<file path="src/rtl/norm_cdf_interp.sv">
// rtl/norm_cdf_interp.sv - normal-CDF lookup with linear interpolation, symmetry and saturation
// Three-stage stream: accept/address, ROM capture, interpolate/output; one global stall.
module norm_cdf_interp #(
   parameter int XW        = 16,
   parameter int VW        = 16,
   parameter int ADDR_W    = 10,
   parameter int IDX_SHIFT = 6
) (
   input  logic              clk,
   input  logic              rst,
   input  logic              in_valid,
   output logic              in_ready,
   input  logic [XW-1:0]     in_x,
   output logic              out_valid,
   input  logic              out_ready,
   output logic [VW-1:0]     out_y,
   output logic [ADDR_W-1:0] rom_addr,
   input  logic [VW-1:0]     rom_val1,
   input  logic [VW-1:0]     rom_val2,
   output logic [15:0]       sat_cnt
);

   localparam int PW = VW + IDX_SHIFT;
   localparam logic [XW:0]       SAT_MAG  = (XW+1)'(1) << (XW-1);
   localparam logic [ADDR_W-1:0] SAT_ADDR = ADDR_W'(1) << (XW-1-IDX_SHIFT);
   localparam logic [VW-1:0]     ONE      = VW'(1) << (VW-1);

   logic                 stall;
   logic [XW:0]          mag_d;
   logic                 sat_d;
   logic [ADDR_W-1:0]    addr_d;
   logic [VW-1:0]        diff_d;
   logic [PW-1:0]        prod_d;
   logic [VW-1:0]        ypos_d;
   logic [VW-1:0]        y_d;

   logic                 s0_valid_q, s0_sign_q, s0_sat_q;
   logic [IDX_SHIFT-1:0] s0_frac_q;
   logic [ADDR_W-1:0]    rom_addr_q;
   logic                 s1_valid_q, s1_sign_q, s1_sat_q;
   logic [IDX_SHIFT-1:0] s1_frac_q;
   logic [VW-1:0]        s1_v1_q, s1_v2_q;
   logic                 out_valid_q;
   logic [VW-1:0]        out_y_q;
   logic [15:0]          sat_cnt_q;

   always_comb begin
      stall  = out_valid_q && !out_ready;
      // 17-bit magnitude so that -8.0 (0x8000) becomes +8.0 and lands in saturation
      mag_d  = in_x[XW-1] ? -{in_x[XW-1], in_x} : {in_x[XW-1], in_x};
      sat_d  = (mag_d >= SAT_MAG);
      addr_d = sat_d ? SAT_ADDR : ADDR_W'(mag_d[XW-2:IDX_SHIFT]);
      diff_d = s1_v2_q - s1_v1_q;
      prod_d = PW'(diff_d) * PW'(s1_frac_q);
      ypos_d = s1_v1_q + VW'(prod_d >> IDX_SHIFT);
      if (s1_sat_q)
         y_d = s1_sign_q ? '0 : ONE;
      else
         y_d = s1_sign_q ? (ONE - ypos_d) : ypos_d;
   end

   always_ff @(posedge clk) begin
      if (rst) begin
         s0_valid_q  <= 1'b0;
         s0_sign_q   <= 1'b0;
         s0_sat_q    <= 1'b0;
         s0_frac_q   <= '0;
         rom_addr_q  <= '0;
         s1_valid_q  <= 1'b0;
         s1_sign_q   <= 1'b0;
         s1_sat_q    <= 1'b0;
         s1_frac_q   <= '0;
         s1_v1_q     <= '0;
         s1_v2_q     <= '0;
         out_valid_q <= 1'b0;
         out_y_q     <= '0;
         sat_cnt_q   <= '0;
      end else if (!stall) begin
         s0_valid_q <= in_valid;
         if (in_valid) begin
            s0_sign_q  <= in_x[XW-1];
            s0_sat_q   <= sat_d;
            s0_frac_q  <= mag_d[IDX_SHIFT-1:0];
            rom_addr_q <= addr_d;
            if (sat_d)
               sat_cnt_q <= sat_cnt_q + 16'd1;
         end
         s1_valid_q <= s0_valid_q;
         if (s0_valid_q) begin
            s1_sign_q <= s0_sign_q;
            s1_sat_q  <= s0_sat_q;
            s1_frac_q <= s0_frac_q;
            s1_v1_q   <= rom_val1;
            s1_v2_q   <= rom_val2;
         end
         out_valid_q <= s1_valid_q;
         if (s1_valid_q)
            out_y_q <= y_d;
      end
   end

   assign in_ready  = !stall;
   assign out_valid = out_valid_q;
   assign out_y     = out_y_q;
   assign rom_addr  = rom_addr_q;
   assign sat_cnt   = sat_cnt_q;

endmodule

</file>
<file path="config.mk">
export PLATFORM = sky130hd
export DESIGN_NAME = norm_cdf_interp
export DESIGN_NICKNAME = d
export VERILOG_FILES = /design/src/rtl/norm_cdf_interp.sv
export SDC_FILE = /design/constraint.sdc
export NUM_CORES = 1
export LEC_CHECK = 0
export ABC_AREA = 0
export CAP_MARGIN = 25
export CORE_ASPECT_RATIO = 1.5
export CORE_MARGIN = 2
export CORE_UTILIZATION = 30
export DETAILED_ROUTE_END_ITERATION = 12
export GPL_TIMING_DRIVEN = 0
export SYNTH_ARGS = -nofsm -noshare
export SYNTH_HDL_FRONTEND = slang
export SYNTH_SLANG_ARGS = --single-unit
export TNS_END_PERCENT = 30
</file>
<file path="constraint.sdc">
create_clock -name clk -period 21.4 [get_ports clk]
set_input_delay 4.28 -clock clk [delete_from_list [all_inputs] [get_ports clk]]
set_output_delay 4.28 -clock clk [all_outputs]
set_load 0.02 [all_outputs]
</file>
==> tab_implementation.tex <==
\begin{tabular}{lr}
\hline
Metric & Value \\
\hline
\multicolumn{2}{l}{\textbf{Status}} \\
\quad Outcome & finished clean \\
\multicolumn{2}{l}{\textbf{Timing}} \\
\quad Max frequency & about 0.10 GHz \\
\quad Total count of max-transition violations in the final report & 0 \\
\quad Transition time at the pin with the least slew margin & between 0.6 and 0.7 ns \\
\quad Unrepaired setup endpoints after global routing & false \\
\quad Post-Route Skew & between 0.007 and 0.008 ns \\
\quad Final critical-path share of the clock period & about 47\% \\
\quad Total negative slack & 0 ns \\
\quad Setup-failing EPs final & 0 \\
\quad Final worst hold slack & between 0.4 and 0.5 ns \\
\quad Period minus WS final & between 10 and 15 ns \\
\quad Endpoints failing hold & 0 \\
\quad Worst-case headroom to the max-slew limit & 57.85\% \\
\quad Worst path setup slack after routing & 11.38 ns \\
\multicolumn{2}{l}{\textbf{Yosys}} \\
\quad Top cells by area in the synthesized netlist & sky130\_fd\_sc\_hd\_\_dfxtp\_1 (23\%), sky130\_fd\_sc\_hd\_\_fa\_1 (14\%), sky130\_fd\_sc\_hd\_\_ha\_1 (9.3\%) \\
\quad Async S/R FF share, synth & 0\% \\
\quad Synthesized Nets & around 1200 \\
\quad Post-synthesis cell area & about 0.0080 mm\^{}2 \\
\quad Count of mapped cells out of synthesis & 998 \\
\quad Synth warnings & 0 \\
\quad Yosys top cell by area & sky130\_fd\_sc\_hd\_\_dfxtp\_1 \\
\quad Share of Yosys cell area claimed by the top area cell type & between 20\% and 30\% \\
\quad Number of enable-type register cells in the synthesized netlist & 0 \\
\quad Part of the Yosys area used for sequential elements & 22.92\% \\
\quad Post-Syn Area per Cell & between 8 and 9 um\^{}2 \\
\quad Leading register cell type out of synthesis & sky130\_fd\_sc\_hd\_\_dfxtp\_1 \\
\quad Number of distinct library cell variants in the gate-level netlist after synthesis & 57 \\
\quad Flip-flop and latch count after synthesis & between 90 and 100 \\
\multicolumn{2}{l}{\textbf{Critical path}} \\
\quad Critical Setup Path Class & input pin to primary output \\
\quad Critical path's top delay family & buffers and inverters \\
\quad Kind of capture point of the worst setup path & primary output \\
\quad CP Cell Sequence & clkdlybuf4s50\_1 -> nor2b\_1 -> inv\_1 -> clkdlybuf4s50\_1 \\
\quad Highest-delay cell along the critical path & sky130\_fd\_sc\_hd\_\_clkdlybuf4s50\_1 \\
\quad Buffering stage count on the worst path with inverters included & 3 \\
\quad Most frequent cell on the critical path & sky130\_fd\_sc\_hd\_\_clkdlybuf4s50\_1 \\
\quad Critical path arrival & between 5 and 6 ns \\
\quad Highest net fanout along the worst path & 7 \\
\quad Kind of start point of the critical path & input pin \\
\quad Req. time, crit path & between 15 and 20 ns \\
\quad Largest stage delay on the critical path & 0.58 ns \\
\multicolumn{2}{l}{\textbf{Detailed routing}} \\
\quad Vias per cell & 4.807 \\
\quad Drt wl/cell & 14.84 um \\
\quad DRC errors left & 0 \\
\quad Total Routed Length & 21.48 mm \\
\quad Number of routed nets with antenna violations & 0 \\
\quad DR pass1 iterations & 4 \\
\quad Total number of vias & roughly 7000 \\
\quad Initial drt markers & 228 \\
\multicolumn{2}{l}{\textbf{Clock tree}} \\
\quad Clock transition time at the flip-flop clock pins of the worst setup and hold paths & roughly 0.070 ns \\
\quad Number of H-tree levels & 3 \\
\quad Clock tree root driver cell & sky130\_fd\_sc\_hd\_\_clkbuf\_16 \\
\quad Number of buffers on the longest clock path & 2 \\
\quad TritonCTS clock tree & yes \\
\quad Inserted Clock Buffers & 9 \\
\quad Sink count of the clock tree & slightly above 90 \\
\quad Latest clock arrival within the worst-skew pair & 0.34 ns \\
\quad Number of setup buffers added after CTS & 0 \\
\quad Number of resized instances in the post-cts repair step & 0 \\
\quad Hold\_buf cts & 0 \\
\multicolumn{2}{l}{\textbf{Finish}} \\
\quad Commonest non-fill, non-tap cells in the layout & sky130\_fd\_sc\_hd\_\_nand2\_1 (134), sky130\_fd\_sc\_hd\_\_inv\_1 (107), sky130\_fd\_sc\_hd\_\_clkdlybuf4s50\_1 (94) \\
\quad Leading cell type in the layout, fill and taps excluded & sky130\_fd\_sc\_hd\_\_nand2\_1 \\
\quad \# fillers & between 2000 and 3000 \\
\quad Share of layout cells above drive strength 1 & approximately 2.5\% \\
\quad Area growth, synth to finish & 20.71\% \\
\quad Multi-input gate area in the final layout & approximately 0.0057 mm\^{}2 \\
\quad Net count, final & about 1300 \\
\quad Area taken by flip-flops and latches & 0.001842 mm\^{}2 \\
\multicolumn{2}{l}{\textbf{Power and ir drop}} \\
\quad Sequential group share of total power & $\sim$36\% \\
\quad Total design power & 0.0005136 W \\
\quad Sw power & approximately 0.00018 W \\
\quad Part of the total power dissipated in combinational logic & 33.3\% \\
\quad Static leakage & slightly above 4 nW \\
\quad Power density over the cells & 52.95 mW/mm\^{}2 \\
\quad Switching share of power & between 30\% and 40\% \\
\quad Max IR drop VDD & 0.07058 mV \\
\quad Internal cell power & 0.0003377 W \\
\quad Power share of the clock group & 31.0\% \\
\multicolumn{2}{l}{\textbf{GRT}} \\
\quad Overall fraction of global-route tracks in use & between 15 and 20\% \\
\quad Wire length of the first global-routing pass & $\sim$36 mm \\
\quad Initial antenna violation count & 2 \\
\quad Total congestion overflow & 0 \\
\quad Maximum number of pins on one net before global-route repair & 16 \\
\quad Number of global-route vias before repair & approximately 7200 \\
\multicolumn{2}{l}{\textbf{Floorplan}} \\
\quad Initial cell density of the core & around 30\% \\
\quad Die height & around 200 um \\
\quad Area of the core region & around 0.026 mm\^{}2 \\
\quad IO Pins & 96 \\
\quad Area enclosed by the die boundary & roughly 0.028 mm\^{}2 \\
\quad Number of cell rows & 73 \\
\quad Die width & approximately 140 um \\
\multicolumn{2}{l}{\textbf{Placement}} \\
\quad Post-Place Worst Slack & about 11 ns \\
\quad Hpwl dp & approximately 18 mm \\
\quad RD Place Congestion & approximately 0.83 \\
\quad Number of buffer cells added on primary ports & 94 \\
\multicolumn{2}{l}{\textbf{Worst hold path}} \\
\quad Worst hold path class & register to register \\
\multicolumn{2}{l}{\textbf{Flow run}} \\
\quad Number of maximum-capacitance constraint violations & 0 \\
\hline
\end{tabular}
## state kept, by name, indices dropped and copies added (netlist names)
name and flops:
s0_sat_q 1, s1_sign_q 1, s1_sat_q 1, s1_v1_q 16, s0_frac_q 6, rom_addr 9, s0_sign_q 1, s0_valid_q 1
sat_cnt 16, out_valid 1, s1_frac_q 6, s1_v2_q 16, s1_valid_q 1, out_y 16
## kinds of logic after synthesis
logic type      after synthesis  share of synthesized area, %
simple gates                387                         23.82
fa+ha+maj                   118                         23.79
compound gates              182                         14.34
mux                           3                        0.3737
flops                        92                         22.92
xor+xnor                     74                         8.066
buf+inv                     142                         6.680
## per-layer routing
metal	vias to the layer above	track usage, %	share of wire [%]
li1	3516	-	-
met1	3309	19.04	43
met2	100	28.86	51
met3	31	1.687	2.3
met4	0	7.548	3.7
met5	-	0	0
## synth_stat cells, drive strengths merged (4+ instances only)
library cell,n
a211oi,16
a21boi,5
a21o,9
a21oi,78
a22oi,15
and2,76
and3,5
and3b,4
buf,7
clkbuf,28
dfxtp,92
fa,58
ha,60
inv,107
nand2,134
nand2b,10
nand3,15
nand3b,4
nand4,7
nor2,72
nor2b,16
nor3,15
nor4,4
o21ai,26
o31ai,7
o41ai,5
or2,4
or3,10
or4,5
xnor2,47
xor2,27
## stage by stage
step           instance area, um^2  cells  utilization, %
6_report                      9699   1447           36.74
5_1_grt                       9699   1447           36.74
3_5_place_dp                  9398   1429           35.60
3_3_place_gp                  9398   1429           35.60
2_1_floorplan                 8035    998               -
4_1_cts                       9694   1445           36.73
## tightest hold or removal path, delay by kind of cell, from the launching register on
kind | cells | cell delay, ns
AO/OA/AOI/OAI | 1 | 0.05
flip-flops | 1 | 0.31
AND/OR/NAND/NOR | 1 | 0.05
## layout make-up
type                    instances  share of cell area (%)
plain buffers                  35                   1.393
flip-flops and latches         92                   18.99
diodes                          2                 0.05160
multi-input cells             764                   58.32
inverters                     107                   4.141
repair buffers                 94                   9.701
well taps                     337                   4.347
clock inverters                 3                  0.2709
clock buffers                  13                   2.786
## path summary, 6_finish.rpt
path | startpoint | slack, ns | end | cells after the start
setup / recovery | out_ready | 11.38 | in_ready | 4
hold / removal | s0_frac_q[3]$_SDFFE_PP0P_ | 0.46 | s1_frac_q[3]$_SDFFE_PP0P_ | 2
setup reg to reg | s1_v1_q[0]$_SDFFE_PP0P_ | 12.75 | out_y[15]$_SDFFE_PP0P_ | 34
hold reg to reg | s0_frac_q[3]$_SDFFE_PP0P_ | 0.46 | s1_frac_q[3]$_SDFFE_PP0P_ | 2
## power by group through the flow
stage                     Sequential [W]  Clock (W)  Combinational [W]
final                           0.000184   0.000159           0.000171
after global routing            0.000184   0.000172           0.000192
after CTS                       0.000184   0.000164           0.000171
after detailed placement        0.000188          0           0.000170
after global placement          0.000188          0           0.000168
after floorplan                 0.000189          0           0.000115
(Power assumes the default switching activity.)
